## src/rtl/mux_pkg.sv

```systemverilog
// Shared constants and helpers for the strobed, pipelined N-channel mux.
package mux_pkg;

    localparam logic MODE_MANUAL = 1'b0;
    localparam logic MODE_SCAN   = 1'b1;

    // A select bus is never narrower than one bit, even for two channels.
    function automatic int clog2_min1(input int n);
        return (n <= 2) ? 1 : $clog2(n);
    endfunction

endpackage

```

## src/rtl/mux_sel_ctrl.sv

```systemverilog
// Channel-select register: load versus scan priority, wrap pulse and sticky range error.
module mux_sel_ctrl
    import mux_pkg::*;
#(
    parameter int CHANNELS = 4,
    parameter int SEL_W    = clog2_min1(CHANNELS)
) (
    input  logic             clk,
    input  logic             rst_n,
    input  logic [SEL_W-1:0] i_selIn,
    input  logic             i_selLoad,
    input  logic             i_mode,
    input  logic             i_strobeN,
    output logic [SEL_W-1:0] o_curSel,
    output logic             o_wrap,
    output logic             o_selErr
);

    localparam logic [SEL_W-1:0] LAST_SEL = SEL_W'(CHANNELS - 1);
    localparam logic [SEL_W:0]   CH_COUNT = (SEL_W + 1)'(CHANNELS);

    logic [SEL_W-1:0] r_curSel;
    logic             r_wrap;
    logic             r_selErr;
    logic             w_inRange;
    logic             w_scanStep;

    assign w_inRange  = ({1'b0, i_selIn} < CH_COUNT);
    assign w_scanStep = (i_mode == MODE_SCAN) && !i_strobeN;

    // Scan wraps at CHANNELS-1, so out-of-range codes can never be reached.
    always_ff @(posedge clk) begin
        if (!rst_n) begin
            r_curSel <= '0;
            r_wrap   <= 1'b0;
            r_selErr <= 1'b0;
        end else begin
            r_wrap <= 1'b0;
            if (i_selLoad) begin
                if (w_inRange) begin
                    r_curSel <= i_selIn;
                end else begin
                    r_selErr <= 1'b1;
                end
            end else if (w_scanStep) begin
                if (r_curSel == LAST_SEL) begin
                    r_curSel <= '0;
                    r_wrap   <= 1'b1;
                end else begin
                    r_curSel <= r_curSel + SEL_W'(1);
                end
            end
        end
    end

    assign o_curSel = r_curSel;
    assign o_wrap   = r_wrap;
    assign o_selErr = r_selErr;

endmodule

```

## src/rtl/mux_pipe_scan.sv

```systemverilog
// Registered N-channel mux with strobe gating, auto-scan and a fixed-latency output pipeline.
module mux_pipe_scan
    import mux_pkg::*;
#(
    parameter int WIDTH    = 4,
    parameter int CHANNELS = 4,
    parameter int SEL_W    = clog2_min1(CHANNELS),
    parameter int STAGES   = 2
) (
    input  logic                      clk,
    input  logic                      rst_n,
    input  logic [CHANNELS*WIDTH-1:0] din,
    input  logic [SEL_W-1:0]          sel_in,
    input  logic                      sel_load,
    input  logic                      mode,
    input  logic                      strobe_n,
    output logic [WIDTH-1:0]          dout,
    output logic                      dout_valid,
    output logic [SEL_W-1:0]          dout_ch,
    output logic                      wrap,
    output logic                      sel_err
);

    logic [SEL_W-1:0]                  w_curSel;
    logic [WIDTH-1:0]                  w_pick;
    logic [STAGES-1:0][WIDTH-1:0]      r_data;
    logic [STAGES-1:0]                 r_valid;
    logic [STAGES-1:0][SEL_W-1:0]      r_ch;

    mux_sel_ctrl #(
        .CHANNELS (CHANNELS),
        .SEL_W    (SEL_W)
    ) u_selCtrl (
        .clk       (clk),
        .rst_n     (rst_n),
        .i_selIn   (sel_in),
        .i_selLoad (sel_load),
        .i_mode    (mode),
        .i_strobeN (strobe_n),
        .o_curSel  (w_curSel),
        .o_wrap    (wrap),
        .o_selErr  (sel_err)
    );

    always_comb begin
        w_pick = '0;
        for (int k = 0; k < CHANNELS; k++) begin
            if (w_curSel == SEL_W'(k)) begin
                w_pick = din[k*WIDTH +: WIDTH];
            end
        end
    end

    // Stage 0 samples with the select value from before this edge's update.
    always_ff @(posedge clk) begin
        if (!rst_n) begin
            r_data  <= '0;
            r_valid <= '0;
            r_ch    <= '0;
        end else begin
            r_data[0]  <= strobe_n ? '0 : w_pick;
            r_valid[0] <= !strobe_n;
            r_ch[0]    <= w_curSel;
            for (int s = 1; s < STAGES; s++) begin
                r_data[s]  <= r_data[s-1];
                r_valid[s] <= r_valid[s-1];
                r_ch[s]    <= r_ch[s-1];
            end
        end
    end

    assign dout       = r_data[STAGES-1];
    assign dout_valid = r_valid[STAGES-1];
    assign dout_ch    = r_ch[STAGES-1];

endmodule
```

## config.mk

```make
export PLATFORM = sky130hd
export DESIGN_NAME = mux_pipe_scan
export DESIGN_NICKNAME = d
export VERILOG_FILES = /design/src/rtl/mux_pkg.sv /design/src/rtl/mux_sel_ctrl.sv /design/src/rtl/mux_pipe_scan.sv
export SDC_FILE = /design/constraint.sdc
export NUM_CORES = 1
export LEC_CHECK = 0
export ABC_CLOCK_PERIOD_IN_PS = 1430
export CAP_MARGIN = 20
export CELL_PAD_IN_SITES_DETAIL_PLACEMENT = 1
export CELL_PAD_IN_SITES_GLOBAL_PLACEMENT = 2
export CORE_MARGIN = 1
export CORE_UTILIZATION = 24
export CTS_BUF_LIST = sky130_fd_sc_hd__clkbuf_8
export CTS_CLUSTER_DIAMETER = 200
export DETAILED_ROUTE_END_ITERATION = 8
export PLACE_DENSITY = 0.77
export SYNTH_ARGS = -nofsm -noshare
export SYNTH_HDL_FRONTEND = slang
export SYNTH_SLANG_ARGS = --single-unit
```

## constraint.sdc

```tcl
create_clock -name clk -period 1.43 [get_ports clk]
set_input_delay 0.286 -clock clk [delete_from_list [all_inputs] [get_ports clk]]
set_output_delay 0.286 -clock clk [all_outputs]
set_load 0.05 [all_outputs]
```

==> PnR_summary.wiki, run 1 <==
{| class="wikitable"
! Metric !! Value
|-
| Initial Util || 25.7%
|-
| CTS Root Buffer Type || sky130_fd_sc_hd__clkbuf_8
|-
| Floorplan die height || 56.8 um
|-
| Area of the core || 0.00281 mm2
|-
| I/O pins || 32
|-
| Minimum clock period after layout || 1360 ps
|-
| Non-Filler Instances || 133
|-
| CTS tree || done
|-
| Gate count after technology mapping || 74
|-
| Row Count || 19
|-
| Initial antenna violation count || 0
|-
| Post-CTS clock slew at the launch and capture registers of the worst setup and hold paths || 60 ps
|-
| Starting DRC count in detailed routing || 9
|-
| Wire length of the first global-routing pass || 2460 um
|-
| Post-route design area || 0.00116 mm2
|-
| Category of the worst setup path launch point || register
|-
| Number of optimization iterations in the first detailed-route pass || 6
|-
| Count of input and output buffers || 30
|-
| Per-cell routed wire length || 11.7 um
|-
| Avg Synthesized Cell Area || 9.74 um2
|-
| Setup fix buffers added after clock tree synthesis || 0
|-
| Last weighted congestion value of the routability-driven placer || 0.663
|-
| Net count after synthesis || 101
|-
| Number of levels in the clock H-tree || 1
|-
| Placed cell count || 129
|-
| Fraction of final layout cells with drive strength greater than 1 || 17.6%
|-
| Met3 WL || 63 um
|-
| Die area || 0.00323 mm2
|-
| Final net count || 130
|-
| Maximum clock insertion buffer count || 2
|-
| Detail Route met2 WL || 835 um
|-
| Endpoint arrival time on the critical path || 1480 ps
|-
| Post-route clock period utilization || 95.5%
|-
| Overall fraction of global-route tracks in use || 10.2%
|-
| Number of endpoints with negative hold slack in the final report || 0
|-
| Utilization of the core after routing || 41.5%
|-
| Required time worst endpoint || 1540 ps
|-
| Vias || 595
|-
| RSZ-0062 raised after global routing || no
|-
| Die span in x || 56.8 um
|-
| Vias in the first global route || 581
|-
| Largest net degree at the start of global routing || 13
|-
| Cell with the biggest individual delay on the critical path || sky130_fd_sc_hd__dfxtp_1
|-
| Worst hold path class || register to register
|-
| Total design power || 1.07 mW
|-
| Crit path cell chain || inv_1, ha_1, nor2b_2, a221oi_2, o41ai_2
|-
| Uppermost layer routed || met4
|-
| Critical setup path kind || register to register
|-
| Detailed-routing wirelength on met1 || 641 um
|-
| Detailed-route vias per instance || 4.47
|-
| Critical Path End Type || register
|-
| Violations in the final reports || design-rule violations
|-
| Sequential fraction of the synthesis area || 47.2%
|-
| Maxcap violations || 0
|-
| Synthesis warning total || 0
|-
| Final global-route overflow total || 0
|-
| Diode count || 0
|-
| Result of the run || finished, violations left
|-
| DRT Wirelength || 1560 um
|-
| Residual antenna-violating net count after detailed routing || 0
|-
| Max stage delay on crit path || 370 ps
|-
| Cell area after technology mapping || 721 um2
|-
| Maximum fanout along the worst path || 3
|-
| Area growth from synthesis to layout || 61.5%
|-
| Setup Viol. Count Final || 0
|-
| HPWL after detailed placement || 1280 um
|-
| Maximum ir drop on the vdd rail || 0.258 mV
|-
| Total of flip-flops plus latches after synthesis || 17
|-
| Placed cell area || 0.00110 mm2
|-
| Dominant delay contributor by cell family on the critical path || compound AO/OA/AOI/OAI gates
|-
| Count of unique library cells instantiated by Yosys || 20
|-
| Clock net sink count || 17
|-
| Clock skew || 3.47 ps
|-
| Number of filler instances in the final layout || 318
|-
| Final count of pins violating max slew || 0
|-
| Power Dens Cells || 922 mW/mm2
|-
| Number of buffer and inverter instances along the worst setup path || 1
|-
| Maximum clock rate || 0.733 GHz
|-
| Worst hold margin || 435 ps
|-
| Inserted Clock Buffers || 3
|-
| CTS Hold Bufs || 0
|-
| DR DRC count || 2
|-
| Leak || 0.480 nW
|-
| Insertion delay of the later-clocked pin in the worst-skew pair || 240 ps
|}
report_power, final:
part	switching [mW]	leakage (nW)	internal [mW]
logic	0.0997	0.314	0.129
clock network	0.144	0.0269	0.190
registers	0.0125	0.139	0.498
sequential cells by signal, indices dropped and copies added, names as in the netlist:
signal and count:
r_data 4, u_selCtrl.o_curSel 2, u_selCtrl.o_wrap 1, dout_ch 2, r_valid 2, dout 4, r_ch 2
per-stage QoR:
step	setup WS (ps)	setup TNS (ps)
global route	2.72	0
floorplan	180	0
detailed placement	-88.0	-125
global placement	-10.3	-10.3
finish	65.0	0
CTS	44.3	0
area by class of cell:
class	instances	area (um2)	share of cell area (%)
Multi-Input combinational cell	44	322	27.6
Sequential cell	17	340	29.2
Clock inverter	1	3.75	0.323
Clock buffer	3	41.3	3.55
Inverter	4	15.0	1.29
Tap cell	31	38.8	3.33
Timing Repair Buffer	33	403	34.6
synth_stat cells:
master | count | area, um2
sky130_fd_sc_hd__clkbuf_1 | 2 | 7.51
sky130_fd_sc_hd__mux2i_1 | 2 | 20.0
sky130_fd_sc_hd__buf_4 | 7 | 52.6
sky130_fd_sc_hd__nor2b_2 | 1 | 8.76
sky130_fd_sc_hd__dfxtp_1 | 17 | 340
sky130_fd_sc_hd__a221oi_1 | 3 | 26.3
sky130_fd_sc_hd__nor2_1 | 1 | 3.75
sky130_fd_sc_hd__nand2b_1 | 2 | 12.5
sky130_fd_sc_hd__o21ai_0 | 3 | 15.0
sky130_fd_sc_hd__a21oi_1 | 3 | 15.0
sky130_fd_sc_hd__o41ai_1 | 3 | 26.3
sky130_fd_sc_hd__inv_1 | 4 | 15.0
sky130_fd_sc_hd__nand2_1 | 2 | 7.51
sky130_fd_sc_hd__a32o_1 | 1 | 10.0
sky130_fd_sc_hd__nand3_1 | 3 | 15.0
sky130_fd_sc_hd__and2_1 | 9 | 56.3
sky130_fd_sc_hd__conb_1 | 1 | 3.75
sky130_fd_sc_hd__nor2b_1 | 4 | 25.0
sky130_fd_sc_hd__ha_1 | 4 | 50.1
sky130_fd_sc_hd__nor3_1 | 2 | 10.0
cells in the final DEF, fill, tap and decap left out, drive strengths merged:
| cell | n |
|---|---|
| buf | 11 |
| nor3 | 2 |
| dfxtp | 17 |
| a221oi | 3 |
| nand3 | 3 |
| nor2b | 5 |
| clkdlybuf4s50 | 22 |
| and2 | 9 |
| clkbuf | 3 |
| nand2b | 2 |
| nand2 | 2 |
| ha | 4 |
| mux2i | 2 |
| conb | 1 |
| nor2 | 1 |
| o41ai | 3 |
| inv | 5 |
| o21ai | 3 |
| a32o | 1 |
| a21oi | 3 |
cell families after synthesis:
logic type      share of synthesized area [%]
fa+ha+maj                                6.94
compound gates                           12.8
buf+inv                                  10.4
flops                                    47.2
simple gates                             19.3
mux                                      2.78
other cells                             0.520
per-layer routing:
metal  up-vias  global-route usage (%)
li1        300                       -
met1       273                    10.3
met2        20                    19.6
met3         2                    2.07
met4         0                    5.23
met5         -                       0
repair_timing:
action,in CTS,in global routing
hold endpoints to repair,0,0
setup endpoints to repair,1,2
pin swaps,2,0
resized for setup,2,1
worst paths after layout:
| kind | from | cells after the start | slack (ps) | endpoint |
|---|---|---|---|---|
| worst max-delay path | u_selCtrl.o_curSel[0] | 5 | 70 | r_data[1] |
| worst min register to register | r_data[2] | 1 | 430 | dout[2] |
| worst min-delay path | r_data[2] | 1 | 430 | dout[2] |
| worst max register to register | u_selCtrl.o_curSel[0] | 5 | 70 | r_data[1] |
worst register-to-register path, delay by kind of cell (launching register included):
family | cells | cell delay (ps)
simple gates | 1 | 170
fa+ha+maj | 1 | 210
buf+inv | 1 | 80
compound gates | 2 | 400
flops | 1 | 370
Power figures use the tool's default switching activity.
==> run 2, diff against run 1 <==
--- a/config.mk
+++ b/config.mk
@@ -6,15 +6,14 @@
 export NUM_CORES = 1
 export LEC_CHECK = 0
 export ABC_CLOCK_PERIOD_IN_PS = 1430
-export CAP_MARGIN = 20
+export CAP_MARGIN = 15
 export CELL_PAD_IN_SITES_DETAIL_PLACEMENT = 1
 export CELL_PAD_IN_SITES_GLOBAL_PLACEMENT = 2
 export CORE_MARGIN = 1
-export CORE_UTILIZATION = 24
-export CTS_BUF_LIST = sky130_fd_sc_hd__clkbuf_8
+export CORE_UTILIZATION = 23
 export CTS_CLUSTER_DIAMETER = 200
 export DETAILED_ROUTE_END_ITERATION = 8
-export PLACE_DENSITY = 0.77
+export PLACE_DENSITY = 0.74
 export SYNTH_ARGS = -nofsm -noshare
 export SYNTH_HDL_FRONTEND = slang
 export SYNTH_SLANG_ARGS = --single-unit
==> run 2 against run 1 <==
Compared with the run above:
- the run still ends with design-rule violations left
- cell area decreased by 2.7%
- first-iteration DRC count stayed put
- routed wire length shrank 5.3%
- count of clock-buffer cells in the layout is the same
- largest power group unchanged
- critical endpoint is now r_data[3]
- clock skew up 0.78 ps
- largest cell class unchanged
- maximum frequency shrank 1.3%
- combinational power fell by 5%
- power down 8.4%
- via count decreased by 1.7%
- clock power decreased by 25%
- core utilization down 1.8 points
==> PnR_summary.wiki, run 2 (synthesis results as in run 1) <==
{| class="wikitable"
! Metric !! Value
|-
| Clock net sink count || 17 (unchanged)
|-
| Area of the core || 0.00285 mm2 (was 0.00281 mm2)
|-
| Most frequent cells in the layout || sky130_fd_sc_hd__clkdlybuf4s50_1, sky130_fd_sc_hd__dfxtp_1, sky130_fd_sc_hd__and2_1, sky130_fd_sc_hd__buf_12 (was sky130_fd_sc_hd__clkdlybuf4s50_1, sky130_fd_sc_hd__dfxtp_1, sky130_fd_sc_hd__and2_1, sky130_fd_sc_hd__buf_12, sky130_fd_sc_hd__inv_1)
|-
| Maximum fanout along the worst path || 6 (was 3)
|-
| Number of optimization iterations in the first detailed-route pass || 6 (unchanged)
|-
| Required time worst endpoint || 1600 ps (was 1540 ps)
|-
| RSZ-0062 raised after global routing || yes (was no)
|-
| Row Count || 19 (unchanged)
|-
| DRT Wirelength || 1480 um (was 1560 um)
|-
| Maximum clock rate || 0.723 GHz (was 0.733 GHz)
|-
| Wire length of the first global-routing pass || 2400 um (was 2460 um)
|-
| Setup Viol. Count Final || 0 (unchanged)
|-
| Critical Path End Type || register (unchanged)
|-
| Maximum ir drop on the vdd rail || 0.262 mV (was 0.258 mV)
|-
| Die area || 0.00336 mm2 (was 0.00323 mm2)
|-
| HPWL after detailed placement || 1250 um (was 1280 um)
|-
| Initial antenna violation count || 0 (unchanged)
|-
| Largest net degree at the start of global routing || 13 (unchanged)
|-
| Utilization of the core after routing || 39.7% (was 41.5%)
|-
| Vias || 585 (was 595)
|-
| Crit path cell chain || inv_1, ha_1, nor2b_2, a221oi_1, o41ai_2 (was inv_1, ha_1, nor2b_2, a221oi_2, o41ai_2)
|-
| Cell with the biggest individual delay on the critical path || sky130_fd_sc_hd__dfxtp_2 (was sky130_fd_sc_hd__dfxtp_1)
|-
| Placed cell count || 128 (was 129)
|-
| Vias in the first global route || 556 (was 581)
|-
| CTS tree || done (unchanged)
|-
| Setup slack after layout || 47.1 ps (was 65.0 ps)
|-
| Die span in x || 58.0 um (was 56.8 um)
|-
| Critical setup path kind || register to register (unchanged)
|-
| DR DRC count || 2 (unchanged)
|-
| Final global-route overflow total || 0 (unchanged)
|-
| Category of the worst setup path launch point || register (unchanged)
|-
| Number of filler instances in the final layout || 323 (was 318)
|-
| Per-cell routed wire length || 11.2 um (was 11.7 um)
|-
| Power Dens Cells || 868 mW/mm2 (was 922 mW/mm2)
|-
| Insertion delay of the later-clocked pin in the worst-skew pair || 280 ps (was 240 ps)
|-
| Non-Filler Instances || 132 (was 133)
|-
| I/O pins || 32 (unchanged)
|-
| Violations in the final reports || design-rule violations (unchanged)
|-
| Diode count || 0 (unchanged)
|-
| Setup fix buffers added after clock tree synthesis || 0 (unchanged)
|-
| Initial Util || 25.3% (was 25.7%)
|-
| Final net count || 129 (was 130)
|-
| Count of input and output buffers || 30 (unchanged)
|-
| Leak || 0.466 nW (was 0.480 nW)
|-
| Number of endpoints with negative hold slack in the final report || 0 (unchanged)
|-
| Post-route clock period utilization || 96.7% (was 95.5%)
|-
| Number of buffer and inverter instances along the worst setup path || 1 (unchanged)
|-
| Area growth from synthesis to layout || 57.1% (was 61.5%)
|-
| Result of the run || finished, violations left (unchanged)
|-
| Minimum clock period after layout || 1380 ps (was 1360 ps)
|-
| Inserted Clock Buffers || 3 (unchanged)
|-
| Overall fraction of global-route tracks in use || 9.35% (was 10.2%)
|-
| Endpoint arrival time on the critical path || 1550 ps (was 1480 ps)
|-
| Last weighted congestion value of the routability-driven placer || 0.626 (was 0.663)
|-
| Detailed-route vias per instance || 4.43 (was 4.47)
|-
| Clock skew || 4.25 ps (was 3.47 ps)
|-
| Fraction of final layout cells with drive strength greater than 1 || 17.8% (was 17.6%)
|-
| Starting DRC count in detailed routing || 9 (unchanged)
|-
| Max stage delay on crit path || 390 ps (was 370 ps)
|-
| Dominant delay contributor by cell family on the critical path || compound AO/OA/AOI/OAI gates (unchanged)
|-
| CTS Hold Bufs || 0 (unchanged)
|-
| Post-Place Setup Slack || -48.8 ps (was -88.0 ps)
|-
| Total design power || 0.983 mW (was 1.07 mW)
|-
| Worst hold path class || register to register (unchanged)
|-
| CTS Root Buffer Type || sky130_fd_sc_hd__clkbuf_4 (was sky130_fd_sc_hd__clkbuf_8)
|-
| Most common cell after layout, fill and taps aside || sky130_fd_sc_hd__clkdlybuf4s50_1 (unchanged)
|-
| Final count of pins violating max slew || 0 (unchanged)
|-
| Maxcap violations || 0 (unchanged)
|-
| Number of levels in the clock H-tree || 1 (unchanged)
|-
| Floorplan die height || 58.0 um (was 56.8 um)
|-
| Post-CTS clock slew at the launch and capture registers of the worst setup and hold paths || 100 ps (was 60 ps)
|-
| Residual antenna-violating net count after detailed routing || 0 (unchanged)
|-
| Reg area || 343 um2 (was 340 um2)
|-
| Area of combinational cells with multiple inputs || 313 um2 (was 322 um2)
|-
| Maximum clock insertion buffer count || 2 (unchanged)
|}
run 2: cell count changes in the layout (fill, tap and decap cells not counted):
cell	change
sky130_fd_sc_hd__a221oi_2	-1
sky130_fd_sc_hd__inv_1	-1
sky130_fd_sc_hd__clkbuf_8	-3
sky130_fd_sc_hd__buf_4	-1
sky130_fd_sc_hd__clkbuf_4	+3
sky130_fd_sc_hd__a221oi_1	+1
sky130_fd_sc_hd__dfxtp_2	+2
sky130_fd_sc_hd__clkinv_2	+1
sky130_fd_sc_hd__ha_1	+1
sky130_fd_sc_hd__ha_2	-1
sky130_fd_sc_hd__dfxtp_1	-2
run 2: repair_timing:
item	4_1_cts	5_1_grt
gates resized for setup	1	2
hold endpoints to repair	0	0
pin swaps	2	0
setup endpoints to repair	3	3
run 2: final cells by class:
cell class              count  area share, %
repair buffers             32           34.9
flip-flops and latches     17           30.3
clock inverters             1          0.442
inverters                   4           1.33
clock buffers               3           1.99
multi-input cells          44           27.6
well taps                  31           3.43
run 2: final timing paths:
path | slack, ps | endpoint | cells after the start | start
max reg2reg | 50 | r_data[3] | 5 | u_selCtrl.o_curSel[0]
max | 50 | r_data[3] | 5 | u_selCtrl.o_curSel[0]
min | 450 | dout_ch[0] | 1 | r_ch[0]
min reg2reg | 450 | dout_ch[0] | 1 | r_ch[0]
run 2: metrics by stage:
stage	TNS [ps]	hold WS, ps	cell area [um2]
after floorplan	0	363	721
after global placement	-13.8	420	1090
after detailed placement	-123	428	1090
after CTS	0	456	1120
after global routing	-149	475	1130
final	0	446	1130
run 2: where the power goes:
part / leakage, nW / internal (mW) / total [mW] / switching [mW]
logic: 0.308 / 0.124 / 0.218 / 0.0939
clock network: 0.0177 / 0.104 / 0.252 / 0.148
registers: 0.140 / 0.498 / 0.513 / 0.0145
total: 0.466 / 0.726 / 0.983 / 0.256
run 2: metal layers:
layer / up-vias / wire (um) / GRT usage, %
met1: 266 / 686 / 11.7
met4: 0 / 24 / 6.12
met3: 2 / 63 / 1.34
met2: 20 / 702 / 14.9
li1: 297 / - / -
met5: - / 0 / 0
==> run 3, diff against run 2 <==
--- a/config.mk
+++ b/config.mk
@@ -9,6 +9,7 @@
 export CAP_MARGIN = 15
 export CELL_PAD_IN_SITES_DETAIL_PLACEMENT = 1
 export CELL_PAD_IN_SITES_GLOBAL_PLACEMENT = 2
+export CORE_ASPECT_RATIO = 1.25
 export CORE_MARGIN = 1
 export CORE_UTILIZATION = 23
 export CTS_CLUSTER_DIAMETER = 200
==> run 3 against run 2 <==
Compared with the run above:
- the run now ends clean
- cell area increased by 0.55%
- critical endpoint unchanged
- count of clock-buffer cells in the layout unchanged
- die area about the same
==> PnR_summary.wiki, run 3 (synthesis results as in run 1) <==
{| class="wikitable"
! Metric !! Value
|-
| Result of the run || finished clean (was finished, violations left)
|-
| Insertion delay of the later-clocked pin in the worst-skew pair || 280 ps (about the same)
|-
| Most common cell after layout, fill and taps aside || sky130_fd_sc_hd__clkdlybuf4s50_1 (unchanged)
|-
| Vias || 604 (was 585)
|-
| Utilization of the core after routing || 38.3% (was 39.7%)
|-
| Most frequent cells in the layout || sky130_fd_sc_hd__clkdlybuf4s50_1, sky130_fd_sc_hd__dfxtp_1, sky130_fd_sc_hd__and2_1, sky130_fd_sc_hd__buf_12 (unchanged)
|-
| Starting DRC count in detailed routing || 3 (was 9)
|-
| Inserted Clock Buffers || 3 (unchanged)
|-
| Floorplan die height || 64.6 um (was 58.0 um)
|-
| Minimum clock period after layout || 1370 ps (was 1380 ps)
|-
| Setup TNS after final layout || 0 ps (unchanged)
|-
| Maximum clock rate || 0.730 GHz (was 0.723 GHz)
|-
| Count of input and output buffers || 30 (unchanged)
|-
| Hold Startpoint || r_ch[0] (unchanged)
|-
| Critical R2R Launch || u_selCtrl.o_curSel[0] (unchanged)
|-
| DR DRC count || 0 (was 2)
|-
| Post-CTS clock slew at the launch and capture registers of the worst setup and hold paths || 100 ps (about the same)
|-
| Internal Pwr Total || 0.727 mW (was 0.726 mW)
|-
| Fraction of final layout cells with drive strength greater than 1 || 17.8% (unchanged)
|-
| Overall fraction of global-route tracks in use || 10.1% (was 9.35%)
|-
| Number of optimization iterations in the first detailed-route pass || 4 (was 6)
|-
| I/O pins || 32 (unchanged)
|-
| Reg area || 342 um2 (was 343 um2)
|-
| Die span in x || 52.1 um (was 58.0 um)
|-
| Number of levels in the clock H-tree || 1 (unchanged)
|-
| Worst reg2reg endpoint || r_data[3] (unchanged)
|-
| Combinational share of power || 22.6% (was 22.2%)
|-
| Vias in the first global route || 607 (was 556)
|-
| Final count of pins violating max slew || 0 (unchanged)
|-
| Reported net switching power || 0.249 mW (was 0.256 mW)
|-
| Final net count || 129 (unchanged)
|-
| Initial antenna violation count || 0 (unchanged)
|-
| Fraction of power consumed by the clock network || 25.0% (was 25.6%)
|-
| Number of endpoints with negative hold slack in the final report || 0 (unchanged)
|-
| Part of the power in registers || 52.5% (was 52.2%)
|-
| Diode count || 0 (unchanged)
|-
| Maximum ir drop on the vdd rail || 0.373 mV (was 0.262 mV)
|-
| Critical setup path kind || register to register (unchanged)
|-
| Final global-route overflow total || 0 (unchanged)
|-
| Number of cells traversed by the worst register-to-register path || 4 (was 5)
|-
| DRT Wirelength || 1490 um (was 1480 um)
|-
| Clock net sink count || 17 (unchanged)
|-
| Area growth from synthesis to layout || 58.0% (was 57.1%)
|-
| Hold-critical path depth || 1 (unchanged)
|-
| Largest net degree at the start of global routing || 13 (unchanged)
|-
| Endpoint of the worst hold path || dout_ch[0] (unchanged)
|-
| Per-cell routed wire length || 10.9 um (was 11.2 um)
|-
| CTS Root Buffer Type || sky130_fd_sc_hd__clkbuf_4 (unchanged)
|-
| Setup fix buffers added after clock tree synthesis || 0 (unchanged)
|-
| Row Count || 22 (was 19)
|-
| Maximum fanout along the worst path || 8 (was 6)
|-
| CTS tree || done (unchanged)
|-
| Worst hold path class || register to register (unchanged)
|-
| Worst hold margin || 441 ps (was 446 ps)
|-
| Area of the core || 0.00297 mm2 (was 0.00285 mm2)
|-
| Die area || 0.00336 mm2 (about the same)
|-
| Clock skew || 5.38 ps (was 4.25 ps)
|-
| Leak || 0.460 nW (was 0.466 nW)
|-
| Switching part of the total || 25.5% (was 26.1%)
|-
| Post-route clock period utilization || 95.8% (was 96.7%)
|-
| Maximum clock insertion buffer count || 2 (unchanged)
|-
| Endpoint arrival time on the critical path || 1540 ps (was 1550 ps)
|-
| Residual antenna-violating net count after detailed routing || 0 (unchanged)
|-
| Last weighted congestion value of the routability-driven placer || 0.631 (was 0.626)
|-
| Setup Viol. Count Final || 0 (unchanged)
|-
| Critical Path End Type || register (unchanged)
|-
| Setup slack after layout || 60.1 ps (was 47.1 ps)
|-
| Wire length of the first global-routing pass || 2470 um (was 2400 um)
|-
| Detailed-route vias per instance || 4.41 (was 4.43)
|-
| Area of combinational cells with multiple inputs || 314 um2 (was 313 um2)
|-
| Category of the worst setup path launch point || register (unchanged)
|-
| Maxcap violations || 0 (unchanged)
|-
| Power Dens Cells || 857 mW/mm2 (was 868 mW/mm2)
|-
| Initial Util || 24.2% (was 25.3%)
|-
| Post-Place Setup Slack || -67.7 ps (was -48.8 ps)
|-
| Reg2reg setup slack || 60 ps (was 50 ps)
|-
| Total design power || 0.976 mW (was 0.983 mW)
|-
| Number of filler instances in the final layout || 339 (was 323)
|-
| RSZ-0062 raised after global routing || no (was yes)
|-
| HPWL after detailed placement || 1300 um (was 1250 um)
|-
| Required time worst endpoint || 1600 ps (about the same)
|}
==> run 3: cell count changes in the layout (fill, tap and decap cells not counted) <==
cell                       delta
sky130_fd_sc_hd__ha_1         -1
sky130_fd_sc_hd__o41ai_2      -1
sky130_fd_sc_hd__a221oi_2     +1
sky130_fd_sc_hd__dfxtp_1      +1
sky130_fd_sc_hd__dfxtp_2      -1
sky130_fd_sc_hd__a221oi_1     -1
sky130_fd_sc_hd__ha_2         +1
sky130_fd_sc_hd__o41ai_1      +1
==> run 3: how the worst max path moves through the flow <==
stage	to	depth (start not counted)	startpoint
final	r_data[3]	4	u_selCtrl.o_curSel[0]
after global routing	r_data[3]	4	u_selCtrl.o_curSel[0]
after CTS	r_data[3]	5	u_selCtrl.o_curSel[1]
after detailed placement	r_data[0]	4	strobe_n
after global placement	r_data[0]	4	strobe_n
after floorplan	r_data[1]	5	u_selCtrl.o_curSel[0]
==> run 3: repair_timing <==
item                                    4_1_cts  5_1_grt
resized for setup                             1        2
endpoints found under the setup margin        3        3
hold buffers                                  0        0
gates cloned                                  0        0
pin swaps                                     0        3
==> run 3: power by group through the flow <==
stage | clock, mW | combinational [mW] | sequential, mW
3_3_place_gp | 0 | 0.215 | 0.521
6_report | 0.244 | 0.220 | 0.512
2_1_floorplan | 0 | 0.110 | 0.520
3_5_place_dp | 0 | 0.219 | 0.523
4_1_cts | 0.254 | 0.219 | 0.512
5_1_grt | 0.283 | 0.238 | 0.515
==> run 3: worst max-delay path, stage by stage, from the launching register on <==
cell,delay (ps)
sky130_fd_sc_hd__dfxtp_2,390
sky130_fd_sc_hd__inv_1,80
sky130_fd_sc_hd__ha_1,290
sky130_fd_sc_hd__nor2b_1,160
sky130_fd_sc_hd__o41ai_1,340
==> run 3: cell type report <==
class / count / area share (%)
well taps: 36 / 3.96
repair buffers: 32 / 34.7
clock buffers: 3 / 1.98
flip-flops and latches: 17 / 30.0
multi-input cells: 44 / 27.6
clock inverters: 1 / 0.440
inverters: 4 / 1.32
==> run 3: routing by layer <==
| layer | up-vias | wire (um) | share of wire [%] | GRT usage [%] |
|---|---|---|---|---|
| li1 | 299 | - | - | - |
| met1 | 283 | 570 | 38 | 9.93 |
| met2 | 20 | 838 | 56 | 18.4 |
| met3 | 2 | 55 | 3.7 | 1.41 |
| met4 | 0 | 25 | 1.7 | 7.09 |
| met5 | - | 0 | 0 | 0 |
==> run 3: per-stage QoR <==
step	area (um2)	cells
4_1_cts	1130	137
2_1_floorplan	721	74
3_5_place_dp	1100	133
5_1_grt	1140	137
6_report	1140	137
3_3_place_gp	1100	133
